$ cat src/rtl/alu_pkg.sv
// Shared opcode encodings and flag bundle for the ALU datapath and its register stage.
package alu_pkg;

  typedef enum logic [3:0] {
    OP_ADD = 4'b0000,
    OP_SUB = 4'b0001,
    OP_AND = 4'b0010,
    OP_OR  = 4'b0011,
    OP_XOR = 4'b0100,
    OP_NOT = 4'b0101,
    OP_SHL = 4'b0110,
    OP_SHR = 4'b0111,
    OP_CMP = 4'b1000
  } alu_op_e;

  typedef struct packed {
    logic zero;
    logic carry;
    logic overflow;
  } alu_flags_t;

endpackage

$ cat src/rtl/alu_core.sv
// Combinational ALU datapath: operation decode, shared add/subtract adder and next-flag logic.
module alu_core
  import alu_pkg::*;
#(
  parameter int unsigned DATA_W = 8
) (
  input  logic [3:0]        alu_op,
  input  logic [DATA_W-1:0] operand_a,
  input  logic [DATA_W-1:0] operand_b,
  output logic [DATA_W-1:0] result,
  output alu_flags_t        flags
);

  logic              subtract;
  logic [DATA_W-1:0] b_eff;
  logic [DATA_W:0]   sum;
  logic              add_ovf;

  // One adder serves ADD/SUB/CMP: subtract is A + ~B + 1, so borrow is the inverted carry-out.
  always_comb begin
    subtract = (alu_op == OP_SUB) || (alu_op == OP_CMP);
    b_eff    = subtract ? ~operand_b : operand_b;
    sum      = {1'b0, operand_a} + {1'b0, b_eff} + {{DATA_W{1'b0}}, subtract};
    add_ovf  = (operand_a[DATA_W-1] == b_eff[DATA_W-1]) &&
               (sum[DATA_W-1] != operand_a[DATA_W-1]);
  end

  always_comb begin
    result         = '0;
    flags.carry    = 1'b0;
    flags.overflow = 1'b0;
    case (alu_op_e'(alu_op))
      OP_ADD: begin
        result         = sum[DATA_W-1:0];
        flags.carry    = sum[DATA_W];
        flags.overflow = add_ovf;
      end
      OP_SUB, OP_CMP: begin
        result         = sum[DATA_W-1:0];
        flags.carry    = ~sum[DATA_W];
        flags.overflow = add_ovf;
      end
      OP_AND: result = operand_a & operand_b;
      OP_OR:  result = operand_a | operand_b;
      OP_XOR: result = operand_a ^ operand_b;
      OP_NOT: result = ~operand_a;
      OP_SHL: begin
        result      = {operand_a[DATA_W-2:0], 1'b0};
        flags.carry = operand_a[DATA_W-1];
      end
      OP_SHR: begin
        result      = {1'b0, operand_a[DATA_W-1:1]};
        flags.carry = operand_a[0];
      end
      default: result = '0;
    endcase
    // For CMP the difference is zero exactly when A==B, so one rule covers every opcode.
    flags.zero = (result == '0);
  end

endmodule

$ cat src/rtl/alu.sv
// Registered ALU: one-cycle latency, synchronous active-high reset clearing result and flags.
module alu
  import alu_pkg::*;
#(
  parameter int unsigned DATA_W = 8
) (
  input  logic              clk,
  input  logic              rst,
  input  logic [3:0]        alu_op,
  input  logic [DATA_W-1:0] operand_a,
  input  logic [DATA_W-1:0] operand_b,
  output logic [DATA_W-1:0] alu_result,
  output logic              zero_flag,
  output logic              carry_flag,
  output logic              overflow_flag
);

  logic [DATA_W-1:0] next_result;
  alu_flags_t        next_flags;

  alu_core #(
    .DATA_W(DATA_W)
  ) u_core (
    .alu_op   (alu_op),
    .operand_a(operand_a),
    .operand_b(operand_b),
    .result   (next_result),
    .flags    (next_flags)
  );

  always_ff @(posedge clk) begin
    if (rst) begin
      alu_result    <= '0;
      zero_flag     <= 1'b0;
      carry_flag    <= 1'b0;
      overflow_flag <= 1'b0;
    end else begin
      alu_result    <= next_result;
      zero_flag     <= next_flags.zero;
      carry_flag    <= next_flags.carry;
      overflow_flag <= next_flags.overflow;
    end
  end

endmodule

$ cat config.mk
export PLATFORM = sky130hd
export DESIGN_NAME = alu
export DESIGN_NICKNAME = d
export VERILOG_FILES = /design/src/rtl/alu_pkg.sv /design/src/rtl/alu_core.sv /design/src/rtl/alu.sv
export SDC_FILE = /design/constraint.sdc
export NUM_CORES = 1
export LEC_CHECK = 0
export CAP_MARGIN = 5
export CORE_ASPECT_RATIO = 1.25
export CORE_MARGIN = 4
export CORE_UTILIZATION = 40
export DETAILED_ROUTE_END_ITERATION = 16
export SYNTH_ARGS = -nofsm -noshare
export SYNTH_HDL_FRONTEND = slang
export SYNTH_SLANG_ARGS = --single-unit
$ cat constraint.sdc
create_clock -name clk -period 3.78 [get_ports clk]
set_clock_uncertainty 0.15 [all_clocks]
set_input_delay 0.756 -clock clk [delete_from_list [all_inputs] [get_ports clk]]
set_output_delay 0.756 -clock clk [all_outputs]
set_load 0.1 [all_outputs]
Word-level counts from Yosys, hierarchy flattened
Index checks and enable logic that the tools add are counted.
{ "classes": {"n_bitwise": 7, "n_eq_ne": 10, "n_mux": 3, "reduce_logical": 7, "addsub": 2} }
{ "ops": {"columns": ["operator", "n"], "rows": [
  ["8-bit one-hot mux with 7 select lines", 1],
  ["4-bit by 3-bit equality test with 1-bit output (second input constant)", 4],
  ["8-bit NOT", 2],
  ["8-bit by 8-bit adder with 9-bit output", 1],
  ["9-bit by 1-bit adder with 9-bit output", 1],
  ["8-bit bitwise AND", 1],
  ["4-bit by 2-bit equality test with 1-bit output (second input constant)", 2],
  ["8-bit zero test", 1],
  ["8-bit 2-to-1 mux", 1],
  ["8-bit OR", 1],
  ["8-bit bitwise XOR", 1],
  ["4-bit by 1-bit equality test with 1-bit output (second input constant)", 1],
  ["4-bit equality test (second input constant)", 1],
  ["4-bit zero test", 1],
  ["1-bit one-hot mux with 4 select lines", 1],
  ["2-bit OR reduction", 2],
  ["3-bit OR reduction", 1],
  ["1-bit NOT", 2],
  ["1-bit equality test", 1],
  ["1-bit logical AND", 1],
  ["1-bit logical OR", 1],
  ["1-bit inequality test", 1]
]} }
{ "word_totals": {"ff_bits": 11, "inputBits": 22, "elab_cells": 33, "output_inout_bits": 11} }

Depth between registers and ports, before layout
{ "depth": {"depth_word": 7, "depth_mapped": 12, "ltp_nobuf": 10} }

Cells and area by module
Synthesis repeated with hierarchy kept, for this count alone.
{ "hier_totals": {"cells_unflattened": 206, "hier_area_um2": 1712.9} }
{ "by_module_without_submodules": {"columns": ["mod", "seq_area_each_um2", "instances", "area_per_inst_um2", "cells_each"], "rows": [
  ["alu_core", 0.0, 1, 1375.1, 183],
  ["alu", 220.2, 1, 337.8, 23]
]} }

Worst setup path after synthesis
OpenSTA, ideal clock, no wires.
{ "synth_timing": {"path_kind": "input -> register", "startpoint": "in alu_op[1]", "endpoint": "reg zero_flag", "n_path_buf": 2, "t_arrival_ns": 3.168, "path_slack_ns": 0.374, "stages": 12, "setup_ns": 0.088, "t_required_ns": 3.542, "cell_sequence": "buf_2 > buf_2 > nor2_1 > nand2_1 > xnor2_1 > fa_1 > xor2_1 > a32oi_1 > o221ai_1 > a2111oi_1 > nand4b_1 > nor4_2"} }
{ "synth_between": {"elab_chain_len": 7} }
{ "synth_lines": {"columns": ["item", "line_no", "text"], "rows": [
  ["from (decl)", "alu.sv:9", "input logic [3:0] alu_op,"],
  ["4-bit by 1-bit equality test with 1-bit output / 4-bit equality test (equally long branches)", "alu_core.sv:21, alu_core.sv:32", null],
  ["1-bit logical OR", "alu_core.sv:21", "subtract = (alu_op == OP_SUB) || (alu_op == OP_CMP);"],
  ["8-bit 2-to-1 mux", "alu_core.sv:22", "b_eff = subtract ? ~operand_b : operand_b;"],
  ["8-bit by 8-bit adder with 9-bit output", "alu_core.sv:23", "sum = {1'b0, operand_a} + {1'b0, b_eff} + {{DATA_W{1'b0}}, subtract};"],
  ["9-bit by 1-bit adder with 9-bit output", "alu_core.sv:23", null],
  ["8-bit one-hot mux with 7 select lines (*)", "alu_core.sv:32", "case (alu_op_e'(alu_op))"],
  ["8-bit zero test (*)", "alu_core.sv:58", "flags.zero = (result == '0);"],
  ["to (signal assigned)", "alu.sv:39", "zero_flag <= next_flags.zero;"],
  ["to (decl)", "alu.sv:13", "output logic zero_flag,"]
]} }
Every way passes the cells marked *; elsewhere a longest branch is shown, timed or not.
A chain may end at the register's enable or synchronous reset.

Final worst setup path
{ "layout_timing": {"startpoint": "in alu_op[3]", "endpoint": "reg zero_flag"} }
Same word-level chain as after synthesis.

==> summary.md <==
| Metric | Value |
|---|---|
| Status | complete, no violations |
| Worst vdd ir | 0.0942 mV |
| CP Buf/Inv Count | 2 |
| Post-CTS sizing | 0 |
| P per Cell Area | 267 nW/µm² |
| Post-DR wirelength/cell | 13.7 µm |
| Int Pwr | roughly 320 µW |
| Max Cap Viol | 0 |
| Adder-cell share of the synthesized area | 19.7% |
| # diodes | 0 |
| CTS max path bufs | 2 |
| Post-CTS setup buffers | 0 |
| FILL cells | 366 |
| Comb power frac | 56.8% |
| Die Y | 79.0 µm |
| Critical path's most frequent cell | xor2_1 |
| Final Cell Area | ~2100 µm² |
| Largest family of logic cells by synthesized area | compound AO/OA/AOI/OAI gates |
| CP arrival | 3530 ps |
| Leak | 0.892 nW |
| WL met1 | 1850 µm |
| Sequential-to-total area share from yosys stat | between 10% and 20% |
| Mapped Nets | 250 |
| Non-filler cells, final | 293 |
| Crit path from | alu_op[3] |
| CTS Root Cell | clkbuf_8 |
| Crit path time final | between 3000 and 4000 ps |
| Rows | 25 |
| Slew Limit Fails | 0 |
| Max_slew headroom | 34.9% |
| Slowest stage cell, crit path | clkdlybuf4s50_1 |
| Placed Cells | 289 |
| Post-synth EDFFs | 0 |
| Met3 routed WL | 196 µm |
| Max Freq | 0.283 GHz |
| I/O Buffers | 32 |
| Worst hold margin | 1170 ps |
| CP Class | in -> reg |
| Post-Synth Simple-Gate Area | 19.4% |
| Crit. End Element | flip-flop |
| Vias per cell | 5.19 |
| CP top delay family | compound AO/OA/AOI/OAI gates |
| Post-Synthesis Cell Area | 1610 µm² |
| Final hold viol count | 0 |
| Core footprint | ~3800 µm² |
| Worst EP required | 3770 ps |
| Post-synthesis xor/xnor area fraction | under 10% |
| Most used DFF post-synth | dfxtp_1 |
| Final Cycle Share | 93.5% |
| Synth cell types | 52 |
| Clk pwr share | roughly 20% |
| Avg Inst Size Synth | 7.91 µm² |
| I/O pin count | 33 |
| Switching portion of total power | around 41% |
| Final nets | about 290 |
| Post-synthesis mux area share | 8.06% |
| GR Util All Layers | 16.4% |
| Antenna Nets Post-Route | 0 |
| Vias | 1,522 |
| Hold_sp | rst |
| DRT iter0 DRCs | just under 60 |
| Top Layer Used | met4 |
| Count of final setup violators | 0 |
| CTS clk-pin slew, worst paths | around 40 ps |
| Layout cells sized above 1 | 9.62% |
| Num CTS Buffers | 3 |
| Initial antenna violation count | 0 |
| Sequential power share | 23.2% |
| Final WL | 4010 µm |
| Clock Sink Count | 11 |
| Initial Utilization | roughly two fifths |
| Drt first pass iters | 4 |
| Async SR Flop Fraction | 0% |
| CP Launch Type | input port |
| H-tree depth | 1 |
| Cts-stage hold buffer count | 0 |
| Critical path, cell by cell | clkdlybuf4s50_1 -> xor2_1 -> nand2_1 -> buf_4 -> xnor2_1 -> ha_1 -> xor2_1 -> a32oi_1 -> o221ai_1 -> a2111oi_2 -> nand4b_1 -> nor4_2 |
| Ys Warns | 0 |
| Post-DP Area | approximately 2000 µm² |
| CTS tree | built |
| RSZ-0062 raised after global routing | no |
| Compound-gate portion of the synthesized area | roughly a quarter |
| P_sw | around 230 µW |
| Met2 wire len | 1950 µm |
| Chip Width | 64.8 µm |
| Worst-Margin Slew | 974 ps |
| DRC viols | 0 |
| Final WS setup | 245 ps |
| Post-synthesis cell count | 204 |
| Worst min-delay path class | in -> reg |
| Number of global-route vias before repair | 1,422 |
| GP Congestion | 0.870 |
| First-pass GRT wire length | between 6000 and 7000 µm |
| Critical Path Max Stage Delay | 500 ps |
| FF+latch count, synth | 11 |
| Final Core Density | 53.5% |
| Area growth syn-to-layout | 27.4% |
| Place WS | -10.8 ps |
| Pin count of the biggest net entering global routing | 29 |
| HPWL after DPL | 3220 µm |
| CP Max Fanout | 6 |
| Total grt overflow | 0 |
| Die area | 5120 µm² |
## sequential cells by signal (all words and copies together), names as in the netlist
| signal | cells |
|---|---|
| carry_flag | 1 |
| overflow_flag | 1 |
| alu_result | 8 |
| zero_flag | 1 |
## final timing paths
kind	end	slack [ps]	cells after the start
setup / recovery	zero_flag	240	12
hold / removal	alu_result[3]	1170	2
## cells by family after synthesis
kind of cell    after synthesis
fa+ha+maj                    25
compound gates               54
mux                          11
flops                        11
buf+inv                      31
xor+xnor                     13
simple gates                 59
## synthesized netlist by cell type (all sizes together), types with 2 or more instances
cell / instances / area, µm²
a2111oi: 2 / 18.8
a211oi: 4 / 42.5
a21o: 2 / 15.0
a21oi: 11 / 55.1
and3b: 2 / 17.5
buf: 9 / 58.8
dfxtp: 11 / 220
ha: 23 / 288
inv: 21 / 78.8
mux2: 3 / 37.5
mux2i: 7 / 70.1
nand2: 16 / 60.1
nand2b: 4 / 25.0
nand3: 2 / 10.0
nand3b: 2 / 15.0
nor2: 15 / 56.3
nor2b: 6 / 37.5
nor3: 3 / 15.0
nor3b: 2 / 15.0
nor4: 2 / 18.8
o211ai: 5 / 37.5
o21a: 2 / 15.0
o21ai: 13 / 65.1
o221ai: 2 / 17.5
o22ai: 3 / 18.8
or3: 2 / 12.5
xnor2: 9 / 78.8
xor2: 4 / 35.0
## power by group through the flow
stage	Combinational (mW)	Clock [mW]	Sequential, mW
global placement	0.310	0	0.129
CTS	0.310	0.111	0.127
detailed placement	0.309	0	0.130
floorplan	0.157	0	0.195
global route	0.340	0.122	0.128
finish	0.312	0.110	0.127
## cell usage in the layout, fill, tap and decap left out, types with 4 or more instances in the layout
| cell | netlist | final |
|---|---|---|
| xor2_1 | 4 | 4 |
| nand2_1 | 16 | 16 |
| ha_1 | 23 | 23 |
| o21ai_0 | 10 | 10 |
| o211ai_1 | 5 | 5 |
| nor2_1 | 15 | 15 |
| nand2b_1 | 4 | 4 |
| buf_4 | 3 | 9 |
| clkdlybuf4s50_1 | 0 | 32 |
| mux2i_1 | 7 | 7 |
| xnor2_1 | 9 | 9 |
| a21oi_1 | 11 | 11 |
| inv_1 | 21 | 21 |
| nor2b_1 | 6 | 6 |
| dfxtp_1 | 11 | 11 |
## layer usage
layer / up-vias / GRT usage (%)
li1: 797 / -
met1: 686 / 21.8
met2: 37 / 27.8
met3: 2 / 1.70
met4: 0 / 4.23
met5: - / 0
## metrics by stage
stage	power, mW	setup TNS [ps]
finish	0.549	0
floorplan	0.352	0
global placement	0.439	0
CTS	0.549	0
global route	0.590	0
detailed placement	0.438	-10.8
## layout make-up
cell class | instances | area [µm²] | area share (%)
Multi-Input combinational cell | 162 | 1260 | 61.1
Timing Repair Buffer | 41 | 388 | 18.9
Sequential cell | 11 | 220 | 10.7
Inverter | 21 | 78.8 | 3.83
Tap cell | 54 | 67.6 | 3.28
Clock buffer | 4 | 45.0 | 2.19
No activity file was read; power rests on OpenSTA's default activity.
==> RTL edit 1, RTL diff (same settings) <==
`DATA_W` is set to 8 in 2 places; all go to 12.
--- a/src/rtl/alu_core.sv
+++ b/src/rtl/alu_core.sv
@@ -2,7 +2,7 @@
 module alu_core
   import alu_pkg::*;
 #(
-  parameter int unsigned DATA_W = 8
+  parameter int unsigned DATA_W = 12
 ) (
   input  logic [3:0]        alu_op,
   input  logic [DATA_W-1:0] operand_a,
--- a/src/rtl/alu.sv
+++ b/src/rtl/alu.sv
@@ -2,7 +2,7 @@
 module alu
   import alu_pkg::*;
 #(
-  parameter int unsigned DATA_W = 8
+  parameter int unsigned DATA_W = 12
 ) (
   input  logic              clk,
   input  logic              rst,
Interface: changed (resized alu_result, operand_a and operand_b); port bits go from 33 to 45. No check against the original RTL was run, so the function may have changed too.
==> RTL edit 1 against the unedited design <==
  * Sequential power grew 36%
  * Worst setup slack worse by 52 ps
  * Sequential cell count is 4 higher
  * First-iteration DRC count rose by 130%
  * Cell area increased by 53%
  * Power rose by 48%
  * Largest cell class unchanged
  * Area after synthesis is 39% higher
  * Critical endpoint is now alu_result[9]$_SDFF_PP0_
  * Largest power group unchanged
  * Wire length grew 65%
==> RTL edit 1: results (changes against the unedited design) <==
{
  "outcome": "finished clean",
  "port_buffers": {"value": 44, "change": "+38%"},
  "met1_usage": {"value": 25.0, "unit": "%", "change": "+3.2 points"},
  "synthesis.nets": {"value": 338, "change": "+35%"},
  "nFillCells": {"value": 493, "change": "+35%"},
  "critPathMaxFanout": {"value": 6, "change": "unchanged"},
  "postSynth.topFlopCell": "sky130_fd_sc_hd__dfxtp_1",
  "synthToLayoutAreaGrowth_pct": 40.5,
  "place_hpwl": {"value": 5.24, "unit": "mm", "change": "+63%"},
  "timing.critical_path.to": "alu_result[9]$_SDFF_PP0_",
  "share_of_post_route_cells_with_drive_strength_above_1": {"value": 20.2, "unit": "%", "change": "+11 points"},
  "share_of_async_settable_or_async_resettable_flops_after_synthesis": {"value": 0, "unit": "%", "change": "unchanged"},
  "max_clock_freq": {"value": 279, "unit": "MHz", "change": "-1.4%"},
  "grt.total_usage": {"value": 19.5, "unit": "%", "change": "+3.1 points"},
  "drt_iter0_drc": {"value": 136, "change": "+130%"},
  "largest_register_ffs": {"value": 12, "change": "+4"},
  "critical-path-max-stage-delay": {"value": 460, "unit": "ps", "change": "-40 ps"},
  "grt_max_degree": {"value": 28, "change": "-3.4%"},
  "critical_path.startpoint": "alu_op[2]",
  "ir_drop": {"value": 0.114, "unit": "mV", "change": "+21%"},
  "ys_top_cells_by_area": "sky130_fd_sc_hd__ha_1 (21%), sky130_fd_sc_hd__dfxtp_1 (13%), sky130_fd_sc_hd__xnor2_1 (5.9%)",
  "synth_top_cells_by_count": "sky130_fd_sc_hd__ha_1 (37), sky130_fd_sc_hd__inv_1 (31), sky130_fd_sc_hd__nor2_1 (24)",
  "yosys.cell_types.count": {"value": 63, "change": "+21%"},
  "cp_data_arrival_time": {"value": 3610, "unit": "ps", "change": "+80 ps"},
  "leakage": {"value": 1.45, "unit": "nW", "change": "+62%"},
  "dpl-instance-area": {"value": 3020, "unit": "sq um", "change": "+50%"},
  "number_of_global_route_vias_before_repair": {"value": 2215, "change": "+56%"},
  "postRouteWirelength": {"value": 6.61, "unit": "mm", "change": "+65%"},
  "fin_nets": {"value": 421, "change": "+47%"},
  "dp_slack": {"value": -299, "unit": "ps", "change": "-288 ps"},
  "ys_seq_area_share": {"value": 13.4, "unit": "%", "change": "-0.24 points"},
  "grt_pass1_wl": {"value": 10.5, "unit": "mm", "change": "+55%"},
  "vias_per_cell": {"value": 5.73, "change": "+10%"},
  "worst_pin_slew": {"value": 1010, "unit": "ps", "change": "+35.4 ps"},
  "use_met2": {"value": 32.7, "unit": "%", "change": "+4.9 points"},
  "gp_congestion": {"value": 0.925, "change": "+6.3%"},
  "switchingPower": {"value": 0.344, "unit": "mW", "change": "+51%"},
  "use_met3": {"value": 1.86, "unit": "%", "change": "+0.17 points"}
}
==> RTL edit 1: changes by cell type after synthesis, moves of 5 or more <==
cell,delta
sky130_fd_sc_hd__ha_1,+14
sky130_fd_sc_hd__xnor2_1,+6
sky130_fd_sc_hd__a22oi_1,+5
sky130_fd_sc_hd__inv_1,+10
sky130_fd_sc_hd__a31oi_1,+5
sky130_fd_sc_hd__nor2_1,+9
==> RTL edit 1: worst min path at each step <==
stage	start	to	slack, ps	depth (start not counted)
after floorplan	rst	alu_result[10]$_SDFF_PP0_	680	1
after global placement	rst	alu_result[0]$_SDFF_PP0_	1330	3
after global routing	alu_op[3]	alu_result[0]$_SDFF_PP0_	1100	4
after detailed placement	rst	alu_result[3]$_SDFF_PP0_	1330	3
final	alu_op[3]	carry_flag$_SDFF_PP0_	1070	5
after CTS	rst	alu_result[3]$_SDFF_PP0_	1090	3
==> RTL edit 1: worst min-delay path, stage by stage <==
cell	delay [ps]
sky130_fd_sc_hd__dlymetal6s2s_1	160
sky130_fd_sc_hd__xor2_2	100
sky130_fd_sc_hd__buf_4	130
sky130_fd_sc_hd__a31oi_1	160
sky130_fd_sc_hd__o22ai_1	90
==> RTL edit 1: cell type report <==
type	instances	share of cell area (%)
multi-input cells	213	57.9
repair buffers	89	24.9
well taps	64	2.54
clock buffers	4	1.43
flip-flops and latches	15	9.54
inverters	31	3.69
==> RTL edit 1: kinds of logic after synthesis <==
| group | after synthesis | synth area share [%] |
|---|---|---|
| flops | 15 | 13.4 |
| buf+inv | 42 | 8.15 |
| simple gates | 76 | 19.5 |
| mux | 10 | 6.42 |
| compound gates | 71 | 23.9 |
| xor+xnor | 18 | 7.04 |
| fa+ha+maj | 38 | 21.6 |
==> RTL edit 1: metrics by stage <==
| step | hold WS [ps] | instances |
|---|---|---|
| 2_1_floorplan | 678 | 270 |
| 3_3_place_gp | 1330 | 410 |
| 3_5_place_dp | 1330 | 410 |
| 4_1_cts | 1090 | 414 |
| 5_1_grt | 1100 | 416 |
| 6_report | 1070 | 416 |
==> RTL edit 1: what timing repair did <==
item / in CTS / in global routing
buffers inserted: 0 / 2
pin swaps: 0 / 7
resized for setup: 5 / 12
hold buffers: 0 / 0
hold endpoints to repair: 0 / 0
setup endpoints to repair: 4 / 5
==> RTL edit 1: power by group through the flow <==
stage / Combinational (mW) / Clock [mW] / Sequential, mW
after global placement: 0.493 / 0 / 0.177
final: 0.519 / 0.123 / 0.173
after floorplan: 0.224 / 0 / 0.268
after CTS: 0.504 / 0.126 / 0.173
after global routing: 0.560 / 0.131 / 0.174
after detailed placement: 0.496 / 0 / 0.177
==> RTL edit 1: layer usage <==
layer  vias up  wire, microns  share of wire [%]
met5         -              0                  0
met1      1129           2810                 43
li1       1160              -                  -
met2        81           3200                 48
met3        12            456                6.9
met4         0            142                2.1
==> RTL edit 2, RTL diff (same settings) <==
Without the edit above. Reset style: asynchronous (`rst`), changed in one clocked block. Comments in the files are not updated.
--- a/src/rtl/alu.sv
+++ b/src/rtl/alu.sv
@@ -28,7 +28,7 @@
     .flags    (next_flags)
   );
 
-  always_ff @(posedge clk) begin
+  always_ff @(posedge clk or posedge rst) begin
     if (rst) begin
       alu_result    <= '0;
       zero_flag     <= 1'b0;
Formal check against the unedited RTL: differs if rst is asserted again (counterexample within 4 cycles, from zero or initial values and one cycle with rst high); with rst held inactive, the same outputs for 10 cycles.
==> RTL edit 2 against the unedited design <==
  * Sequential cell count is the same
  * Worst setup slack better by 53 ps
  * Cell area grew 1.8%
  * Largest power group unchanged
  * Power rose by 13%
  * Wire length grew 6.2%
  * Worst hold slack got worse by 530 ps
  * Sequential power is 6% higher
  * Area after synthesis grew 2.3%
  * Final cell count decreased by 3.1%
==> RTL edit 2: results (changes against the unedited design) <==
{
  "outcome": "finished clean",
  "critPathMaxFanout": {"value": 4, "change": "-2"},
  "numCtsBuffers": {"value": 3, "change": "unchanged"},
  "worst_setup_hold_path_clk_slew_ps": 50,
  "ys_seq_area_share": {"value": 16.7, "unit": "%", "change": "+3.0 points"},
  "drv.max_cap_violation_count": {"value": 0, "change": "unchanged"},
  "synth_top_cells_by_count": "sky130_fd_sc_hd__ha_1 (23), sky130_fd_sc_hd__inv_1 (23), sky130_fd_sc_hd__nand2_1 (16)",
  "place_hpwl": {"value": 3.45, "unit": "mm", "change": "+7.1%"},
  "port_buffers": {"value": 32, "change": "unchanged"},
  "worst_pin_slew": {"value": 971, "unit": "ps", "change": "-2.03 ps"},
  "cts_htree_levels": {"value": 1, "change": "unchanged"},
  "drt_iter0_drc": {"value": 84, "change": "+45%"},
  "ir_drop": {"value": 0.118, "unit": "mV", "change": "+25%"},
  "yosys.cell_types.count": {"value": 56, "change": "+7.7%"},
  "met3_wirelength": {"value": 158, "unit": "microns", "change": "-19%"},
  "worst_hold_path_type": "in2async",
  "leakage": {"value": 0.945, "unit": "nW", "change": "+6.0%"},
  "synthesis.nets": {"value": 240, "change": "-4.0%"},
  "number_of_global_route_vias_before_repair": {"value": 1550, "change": "+9.0%"},
  "yosys_warnings": {"value": 0, "change": "unchanged"},
  "antenna_violations_before_repair": {"value": 0, "change": "unchanged"},
  "postSynth.topFlopCell": "sky130_fd_sc_hd__dfrtp_1",
  "clockRootBuffer": "sky130_fd_sc_hd__clkbuf_8",
  "share_of_post_route_cells_with_drive_strength_above_1": {"value": 11.7, "unit": "%", "change": "+2.1 points"},
  "postRouteWirelength": {"value": 4.26, "unit": "mm", "change": "+6.2%"},
  "gp_congestion": {"value": 0.859, "change": "-1.3%"},
  "grt.total_usage": {"value": 16.9, "unit": "%", "change": "+0.58 points"},
  "fin_nets": {"value": 277, "change": "-3.1%"},
  "largest_register": "alu_result",
  "wl_met2": {"value": 2.20, "unit": "mm", "change": "+13%"},
  "grt_max_degree": {"value": 30, "change": "+3.4%"},
  "critical-path-max-stage-delay": {"value": 520, "unit": "ps", "change": "+20 ps"},
  "gr-total-overflow": {"value": 0, "change": "unchanged"},
  "cp_data_arrival_time": {"value": 3470, "unit": "ps", "change": "-60 ps"},
  "share_of_async_settable_or_async_resettable_flops_after_synthesis": {"value": 100, "unit": "%", "change": "+100 points"},
  "grt_pass1_wl": {"value": 7.04, "unit": "mm", "change": "+4.4%"},
  "vias_per_cell": {"value": 5.56, "change": "+7.0%"},
  "ys_top_cells_by_area": "sky130_fd_sc_hd__ha_1 (17%), sky130_fd_sc_hd__dfrtp_1 (17%), sky130_fd_sc_hd__inv_1 (5.2%)",
  "wirelength_met1": {"value": 1.83, "unit": "mm", "change": "-0.97%"},
  "largest_register_ffs": {"value": 8, "change": "unchanged"}
}
RTL edit 2: changes by cell type after synthesis, moves of 4 or more:
| cell | change |
|---|---|
| sky130_fd_sc_hd__a21oi_1 | -5 |
| sky130_fd_sc_hd__mux2i_1 | -4 |
| sky130_fd_sc_hd__nor2_1 | -10 |
| sky130_fd_sc_hd__dfrtp_1 | +11 |
| sky130_fd_sc_hd__dfxtp_1 | -11 |
RTL edit 2: cells by family after synthesis:
kind of cell,synth area share (%)
flops,16.7
buf+inv,9.77
xor+xnor,5.83
simple gates,21.3
compound gates,22.0
mux,5.23
fa+ha+maj,19.2
RTL edit 2: final timing paths:
path,from,to,slack (ps),depth (start not counted)
worst max-delay path,alu_op[3],zero_flag$_DFF_PP0_,300,12
worst min-delay path,rst,alu_result[5]$_DFF_PP0_,650,2
max in group asynchronous,rst,carry_flag$_DFF_PP0_,2560,2
min in group clk,alu_op[1],overflow_flag$_DFF_PP0_,1220,4
RTL edit 2: power breakdown:
part | switching, mW | leakage (nW) | internal (mW)
combinational | 0.234 | 0.779 | 0.136
sequential | 0.00307 | 0.144 | 0.132
clock | 0.0393 | 0.0228 | 0.0736
RTL edit 2: critical path: cells and delay by family:
kind            cells  cell delay, ps
fa+ha+maj           1             350
buf+inv             2             700
xor+xnor            3             460
compound gates      2             510
simple gates        4             690
RTL edit 2: metrics by stage:
stage | utilization (%) | power [mW] | cell area, sq um | setup WS, ps | std cells
2_1_floorplan | - | 0.400 | 1650 | 466 | 194
3_3_place_gp | 52.6 | 0.502 | 2040 | 37.2 | 280
3_5_place_dp | 52.6 | 0.506 | 2040 | 22.8 | 280
4_1_cts | 53.7 | 0.620 | 2080 | 257 | 284
5_1_grt | 54.0 | 0.660 | 2090 | 39.4 | 284
6_report | 54.0 | 0.618 | 2090 | 298 | 284
RTL edit 2: final cells by class:
class | instances | area [sq um]
Clock buffer | 4 | 45.0
Fill cell | 404 | 1780
Inverter | 23 | 86.3
Multi-Input combinational cell | 150 | 1220
Sequential cell | 11 | 275
Tap cell | 54 | 67.6
Timing Repair Buffer | 42 | 395
RTL edit 2: what timing repair did:
action	CTS	global route
gates resized for setup	0	2
setup buffers	0	0
endpoints found under the setup margin	0	1
hold buffers	0	0
RTL edit 2: layer usage:
| metal | vias up | track usage (%) |
|---|---|---|
| met1 | 753 | 20.7 |
| met2 | 43 | 30.8 |
| met3 | 8 | 1.69 |
| li1 | 775 | - |
| met5 | - | 0 |
| met4 | 0 | 4.98 |
